==> config.mk <==
export PLATFORM = sky130hd
export DESIGN_NAME = muldiv_sequencer
export DESIGN_NICKNAME = d
export VERILOG_FILES = /design/src/rtl/muldiv_sequencer.sv
export SDC_FILE = /design/constraint.sdc
export NUM_CORES = 1
export LEC_CHECK = 0
export ABC_AREA = 1
export ABC_CLOCK_PERIOD_IN_PS = 3000
export CORE_UTILIZATION = 25
export DETAILED_ROUTE_END_ITERATION = 12
export GPL_TIMING_DRIVEN = 0
export PLACE_DENSITY = 0.42
export SLEW_MARGIN = 20
export SYNTH_ARGS = -nofsm -noshare
export SYNTH_HDL_FRONTEND = slang
export SYNTH_SLANG_ARGS = --single-unit
==> constraint.sdc <==
create_clock -name clk -period 3 [get_ports clk]
set_clock_uncertainty 0.1 [all_clocks]
set_input_delay 0.45 -clock clk [delete_from_list [all_inputs] [get_ports clk]]
set_output_delay 0.45 -clock clk [all_outputs]
set_load 0.05 [all_outputs]
==> src/rtl/muldiv_sequencer.sv <==
// muldiv_sequencer: iterative MULT/MULTU/DIV/DIVU unit owning HI/LO; optional MULDIV_ZERO_BYPASS_EN skips trivial operands
module muldiv_sequencer #(
  parameter int N = 32
) (
  input  logic         clk,
  input  logic         rst_n,
  input  logic         start,
  input  logic [1:0]   op,
  input  logic [N-1:0] a,
  input  logic [N-1:0] b,
  input  logic         cancel,
  input  logic         hi_we,
  input  logic         lo_we,
  input  logic [N-1:0] wdata,
  output logic         busy,
  output logic         done,
  output logic [N-1:0] hi,
  output logic [N-1:0] lo
);
  localparam int CW = $clog2(N);
  typedef enum logic [1:0] {IDLE, CALC, SIGN, DONE} state_t;
  state_t state, state_nx;
  logic is_div, neg_q, neg_r, abort, launch, sa, sb, skip;
  logic [CW-1:0] cnt;
  logic [N-1:0] acc, wrk, opb, ma, mb, hi_res, lo_res;
  logic [N+1:0] lhs, rhs, res;
  logic [2*N-1:0] prod_n;
  assign busy   = state == CALC || state == SIGN;
  assign done   = state == DONE;
  assign abort  = busy && (cancel || hi_we || lo_we);
  assign launch = state == IDLE && start;
  assign sa     = op[0] & a[N-1];
  assign sb     = op[0] & b[N-1];
  assign ma     = sa ? -a : a;
  assign mb     = sb ? -b : b;
`ifdef MULDIV_ZERO_BYPASS_EN
  assign skip   = b == '0 || (!op[1] && a == '0);
`else
  assign skip   = 1'b0;
`endif
  // Shared add/sub: multiply adds the multiplicand when mplr[0]; divide trial-subtracts from the shifted remainder
  assign lhs    = is_div ? {1'b0, acc, wrk[N-1]} : {2'b00, acc};
  assign rhs    = (is_div || wrk[0]) ? {2'b00, opb} : '0;
  assign res    = lhs + (is_div ? ~rhs : rhs) + {{(N+1){1'b0}}, is_div};
  assign prod_n = -{acc, wrk};
  assign hi_res = is_div ? (neg_r ? -acc : acc) : (neg_q ? prod_n[2*N-1:N] : acc);
  assign lo_res = neg_q ? (is_div ? -wrk : prod_n[N-1:0]) : wrk;
  // State register
  always_ff @(posedge clk or negedge rst_n)
    if (!rst_n) state <= IDLE;
    else state <= state_nx;
  // Next-state: launch, abort on cancel/MTHI/MTLO while busy, N iterations, sign fix, done pulse
  always_comb begin
    state_nx = state;
    if (launch) state_nx = skip ? DONE : CALC;
    else if (abort) state_nx = IDLE;
    else if (state == CALC && cnt == CW'(N-1)) state_nx = SIGN;
    else if (state == SIGN) state_nx = DONE;
    else if (state == DONE) state_nx = IDLE;
  end
  // Working registers plus architectural HI/LO
  always_ff @(posedge clk or negedge rst_n) begin
    if (!rst_n) begin
      is_div <= 1'b0;
      neg_q  <= 1'b0;
      neg_r  <= 1'b0;
      cnt    <= '0;
      acc    <= '0;
      wrk    <= '0;
      opb    <= '0;
      hi     <= '0;
      lo     <= '0;
    end else begin
      if (launch) begin
        is_div <= op[1];
        neg_q  <= (sa ^ sb) & ~(op[1] & (b == '0));
        neg_r  <= sa;
        cnt    <= '0;
        acc    <= '0;
        wrk    <= op[1] ? ma : mb;
        opb    <= op[1] ? mb : ma;
      end else if (state == CALC) begin
        cnt <= cnt + 1'b1;
        if (is_div) begin
          acc <= res[N+1] ? {acc[N-2:0], wrk[N-1]} : res[N-1:0];
          wrk <= {wrk[N-2:0], ~res[N+1]};
        end else
          {acc, wrk} <= {res[N:0], wrk[N-1:1]};
      end
      if (state == SIGN && !abort) begin
        hi <= hi_res;
        lo <= lo_res;
      end else if (state != DONE) begin
        if (hi_we) hi <= wdata;
        if (lo_we) lo <= wdata;
      end
`ifdef MULDIV_ZERO_BYPASS_EN
      if (launch && skip) begin
        hi <= op[1] ? a : '0;
        lo <= op[1] ? '1 : '0;
      end
`endif
    end
  end
endmodule

**Word-level counts from Yosys, hierarchy flattened**

Cells that the tools add are included.

- Register bits: 170
- Bits of input ports: 104
- Output and inout port bits: 66
- Logic and storage cells: 81

- Add/subtract/negate cells: 8
- Eq/ne operators: 5
- Mux-type cells: 32
- Bitwise operators: 8
- Reduce and logical (&&, ||, !) cells: 18

Operator list:

| cell | count |
|---|---|
| $mux W32 | 23 |
| $neg A32 Y32 | 4 |
| $neg A64 Y64 | 1 |
| $add A33 B34 Y34 | 1 |
| $add A34 B1 Y34 | 1 |
| $mux W34 | 1 |
| $not A32 Y34 | 1 |
| $mux W33 | 1 |
| $logic_not A32 Y1 | 1 |
| $mux W2 | 5 |
| $mux W5 | 2 |
| $reduce_bool A2 Y1 | 4 |
| $add A5 B1 Y5 const B | 1 |
| $eq A5 B5 Y1 const B | 1 |
| $reduce_bool A5 Y1 | 1 |
| $and A1 B1 Y1 | 4 |
| $eq A2 B2 Y1 const B | 2 |
| $logic_and A1 B1 Y1 | 4 |
| $logic_or A1 B1 Y1 | 4 |
| $reduce_and A2 Y1 | 2 |
| $eq A2 B1 Y1 const B | 1 |
| $logic_not A2 Y1 | 1 |
| $ne A2 B2 Y1 const B | 1 |
| $not A1 Y1 | 2 |
| 2 further kinds | 2 |

**Logic depth before layout (Yosys ltp)**

- Depth in word-level cells: 10
- Depth in mapped cells: 24

**Worst setup path before layout**

Ideal clock, no wire load.

- Kind: reg-to-reg
- Start point: register is_div
- End point: register acc[5]
- Setup time: 0.131 ns
- Arrival time: 3.050 ns
- Data required time: 2.769 ns
- Path slack: -0.280 ns
- Cell stages (with the launch flop): 19
- Path buffers: 5
- Clock period less this slack: 3.280 ns
- Cells stage by stage: dfrtp_1 > buf_6 > inv_6 > clkbuf_1 > clkbuf_1 > clkbuf_1 > a21oi_1 > ha_1 > a21oi_1 > o21ai_1 > a21oi_2 > nor2_1 > nor2_4 > nand2_8 > inv_4 > buf_6 > nor2_2 > o21bai_1 > o21ai_0

- Longest elaborated chain between the ends: 10

RTL lines:

| what | RTL line | RTL |
|---|---|---|
| start, declared | 23 | `logic is_div, neg_q, neg_r, abort, launch, sa, sb, skip;` |
| start signal, assigned | 75 | `is_div <= op[1];` |
| $logic_or A1 B1 Y1 | 43 | `assign rhs = (is_div \|\| wrk[0]) ? {2'b00, opb} : '0;` |
| $mux W32 | 43 |  |
| $not A32 Y34 | 44 | `assign res = lhs + (is_div ? ~rhs : rhs) + {{(N+1){1'b0}}, is_div};` |
| $mux W34 | 44 |  |
| $add A33 B34 Y34 | 44 |  |
| $add A34 B1 Y34 | 44 |  |
| $mux W32 | 85 | `acc <= res[N+1] ? {acc[N-2:0], wrk[N-1]} : res[N-1:0];` |
| $mux W32 * | 84 | `if (is_div) begin` |
| $mux W32 * | 82 | `end else if (state == CALC) begin` |
| $mux W32 * | 74 | `if (launch) begin` |
| end signal, assigned | 85 |  |
| end signal, assigned | 88 | `{acc, wrk} <= {res[N:0], wrk[N-1:1]};` |
| end, declared | 25 | `logic [N-1:0] acc, wrk, opb, ma, mb, hi_res, lo_res;` |

Mark *: on every way between the ends. The rest lies on a longest branch, timed or not. The select of a mux whose other input is x is not followed.
A chain may end at the register's enable or synchronous reset.

**Worst setup path in the final report**

- Start point: register is_div
- End point: register acc[17]

The elaborated chain is that of the path after synthesis.

==> summary.md <==
Data arrives at the worst endpoint at 3.48 ns. The tool flagged a number of max-cap violations equal to 0. The clock passes through at most 2 buffers. Setup violations remaining at the end of the flow were counted as 33. The signal on the critical path passes through buf_8 -> buf_12 -> buf_12 -> buf_12 -> clkbuf_16 -> nand2_4 -> o21ai_4 -> ha_4 -> buf_6 -> nand2_4 -> inv_1 -> nand2_2 -> nor3_4 -> nand4_1 -> nand3_2 -> xor2_2 -> or2_2 -> nand3_1 -> nand2_1. The ratio of cells with drive above 1 in the final layout works out to 0.179. Including well taps, the total number of placed cells is 3712. The tools report the type of destination of the critical path as a flop.

Excluding fillers, the count of instances in the completed layout stands at 3833. 0 antenna diodes ended up in the layout. The launching element type of the critical path was a flop. The post-layout minimum cycle time was 3.21 ns. The tree built by TritonCTS fans out to 170 sinks. The synthesis-to-finish area growth was 37.7%. Setup repair after global routing could not meet its margin everywhere. The number of enable-type register cells in the synthesized netlist is 0, and the cell area power density is 1300 nW/um2. The largest driver fanout on the critical path is 6, and the static leakage is 9.96 nW. The run finished, with violations left. For this run, the top clock speed supported by timing is 0.312 GHz. The tools report the number of global-route vias before repair as 19382. The number of instances in the synthesized netlist came out at 2686. The initial standard-cell utilization of the core is 0.253. Most frequently used flop master after synthesis: dfrtp_1. For this run, the post-layout net count is 3113.

The first routing iteration left 1611 violations. The floorplan has 93 rows. Summing internal, switching and leakage power gives 0.0292 W.

Commonest non-fill, non-tap cell in the layout: nand2_1. For the pin with the worst max-slew slack, the measured transition is 1.02 ns. The tools report the critical path endpoint as acc[17].

In the routed layout, each cell is associated on average with a via count of 5.15. The number of slew-limit violations in the final report was 0. The synthesized design contains 170 register bits.

The cell family contributing the most delay on the critical path is simple AND/OR/NAND/NOR gates. The total wire length was 89200 um; the hold slack was 0.376 ns. The later pin in the worst-skew pair is clocked with a latency of 0.50 ns. The DRC violation count after routing was 0. The share of synthesized area occupied by flip-flops and latches came out at 0.261. The largest single stage delay on the critical path is 0.39 ns. The min-delay analysis places its worst path in the category flop to flop. The mean instance size in the synthesized netlist came out at 6.07 um2. The number of nets handed over by synthesis was 2834.

Once placement finished, the instance area stood at 19100 um2. Pin placement for this block handled 170 I/O pins. TritonCTS built the clock tree. In this run the remaining antenna-violating nets after routing total 0.

The critical path starts at is_div. The run gives 4 as the H-tree level count. Port buffer count: 169. The final reports fail on setup timing.

The core region is 64500 um2. The pin count of the biggest net entering global routing came out at 87. In this run the critical register-to-register path is captured at acc[17].

The reg-to-reg setup timing slack came out at -0.21 ns. The relative max-transition margin is 0.314, and the vertical die dimension is 257 um. For the total of warnings raised by yosys, the log shows 0.

The total standard cell area after synthesis was 16300 um2. The routed layout has 19758 vias. The end-of-flow core utilization was 0.348.

The critical path is of the flop to flop type. The critical path's most frequent cell was buf_12. The clock-pin slew reported for the worst setup and hold paths after clock tree synthesis is 0.07 ns, and the post-route cell area is 22400 um2. After detailed routing, the average wire length per cell comes to 23.3 um. The floorplan step set the die width to 257 um.

Highest ir drop seen on vdd: 0.560 mV. The number of buffers and inverters on the critical path is 7. The tools report the total global-route track usage as 0.267. For the number of iterations in the first detailed-routing pass, the log shows 6. Summed over all layers, the global routing overflow is 0.

On the critical path, the stage with the largest delay is an instance of dfrtp_1. The wire-length estimate of the detail-placed layout is 72800 um. The floorplan die area is 66200 um2. The first-pass GRT wire length is 130000 um, and the clock buffer count from CTS is 17. At the end of routability-driven placement, the weighted congestion stood at 0.963. The logs give 54 for the number of distinct library cells after synthesis and 0 for the number of failing hold endpoints at the final stage.

The startpoint of the most critical register-to-register path is is_div. The cell depth of the worst flop-to-flop path is 19, and the final critical-path share of the clock period is 1.07. The CTS root buffer was clkbuf_16. The library cells used most frequently in the layout, excluding fill and tap cells, are 652 x nand2_1, 280 x inv_1, 267 x nor2_1. The number of antenna violations at the first check in global routing came out at 0. The setup slack after layout was -0.208 ns; the worst endpoint required time was 3.27 ns. In this run the number of cells on the critical path is 19. The share of synthesized flip-flops with an asynchronous set or reset works out to 1.00.
cells in the mapped netlist, types with 9 or more instances:
master / number / area share
a31oi_1: 18 / 0.0069
o221ai_1: 18 / 0.0097
inv_2: 10 / 0.0023
xnor2_1: 18 / 0.0097
nor2_2: 15 / 0.0058
buf_2: 26 / 0.0080
clkbuf_1: 69 / 0.016
nor3_1: 24 / 0.0074
or2_2: 9 / 0.0035
o211ai_1: 22 / 0.010
o21ai_1: 34 / 0.010
o21ai_0: 220 / 0.068
a21oi_1: 236 / 0.072
nand2_2: 18 / 0.0069
o21ai_2: 11 / 0.0059
xor2_1: 48 / 0.026
nand4_1: 33 / 0.013
o21bai_1: 9 / 0.0041
inv_1: 302 / 0.070
ha_1: 43 / 0.033
nand3_1: 247 / 0.076
buf_1: 10 / 0.0023
nand2_1: 721 / 0.17
dfrtp_1: 170 / 0.26
buf_6: 11 / 0.0076
nor2_1: 285 / 0.066
kinds of logic (layout without fill, tap and decap cells):
family | count (synthesis) | after routing | synth area share
compound gates | 589 | 589 | 0.199
buf+inv | 434 | 726 | 0.108
fa+ha+maj | 44 | 44 | 0.0342
flops | 170 | 170 | 0.261
xor+xnor | 66 | 66 | 0.0355
simple gates | 1383 | 1383 | 0.362
sequential cells by signal, summed over array words and instances (netlist names):
signal and cells:
is_div 1, neg_q 1, neg_r 1, cnt 5
lo 32, wrk 32, hi 32, state 2
acc 32, opb 32
area by class of cell:
class / instances / area (um2)
Inverter: 317 / 1220
Multi-Input combinational cell: 2082 / 11800
Buffer: 115 / 918
Fill cell: 7158 / 42000
Clock inverter: 15 / 150
Sequential cell: 170 / 4260
Clock buffer: 17 / 425
Tap cell: 855 / 1070
Timing Repair Buffer: 262 / 2600
per-layer routing:
layer / global-route usage / vias to the layer above / wire [um]
li1: - / 9369 / -
met1: 0.358 / 9614 / 40800
met2: 0.431 / 654 / 40800
met3: 0.0354 / 121 / 3800
met4: 0.110 / 0 / 3830
met5: 0 / - / 0
where the power goes:
part           switching, W  total [W]  internal, W
Combinational        0.0142     0.0227      0.00855
Clock               0.00116    0.00233      0.00117
Sequential          0.00106    0.00409      0.00303
Total                0.0164     0.0292       0.0128
worst min-delay path by stage:
stage	to	depth (start not counted)	slack (ns)	from
6_report	cnt[3]	1	0.38	cnt[3]
5_1_grt	cnt[3]	1	0.40	cnt[3]
4_1_cts	cnt[3]	1	0.37	cnt[3]
3_5_place_dp	cnt[3]	1	0.36	cnt[3]
3_3_place_gp	cnt[3]	1	0.36	cnt[3]
2_1_floorplan	acc[0]	0	0.05	rst_n
metrics by stage:
stage,worst slack (ns),TNS (ns)
after global placement,-6.52,-1159.33
final,-0.208,-4.91
after detailed placement,-1.42,-56.91
after floorplan,0.00328,0
after CTS,-0.164,-3.22
after global routing,-0.326,-9.94
timing repair:
| item | 4_1_cts | 5_1_grt |
|---|---|---|
| setup endpoints to repair | 61 | 88 |
| cloned | 5 | 0 |
| endpoints found under the hold margin | 84 | 0 |
| pin swaps | 87 | 49 |
| hold buffers | 1 | 0 |
| buffers inserted | 75 | 10 |
| resized for setup | 385 | 120 |
(Power assumes the default switching activity.)
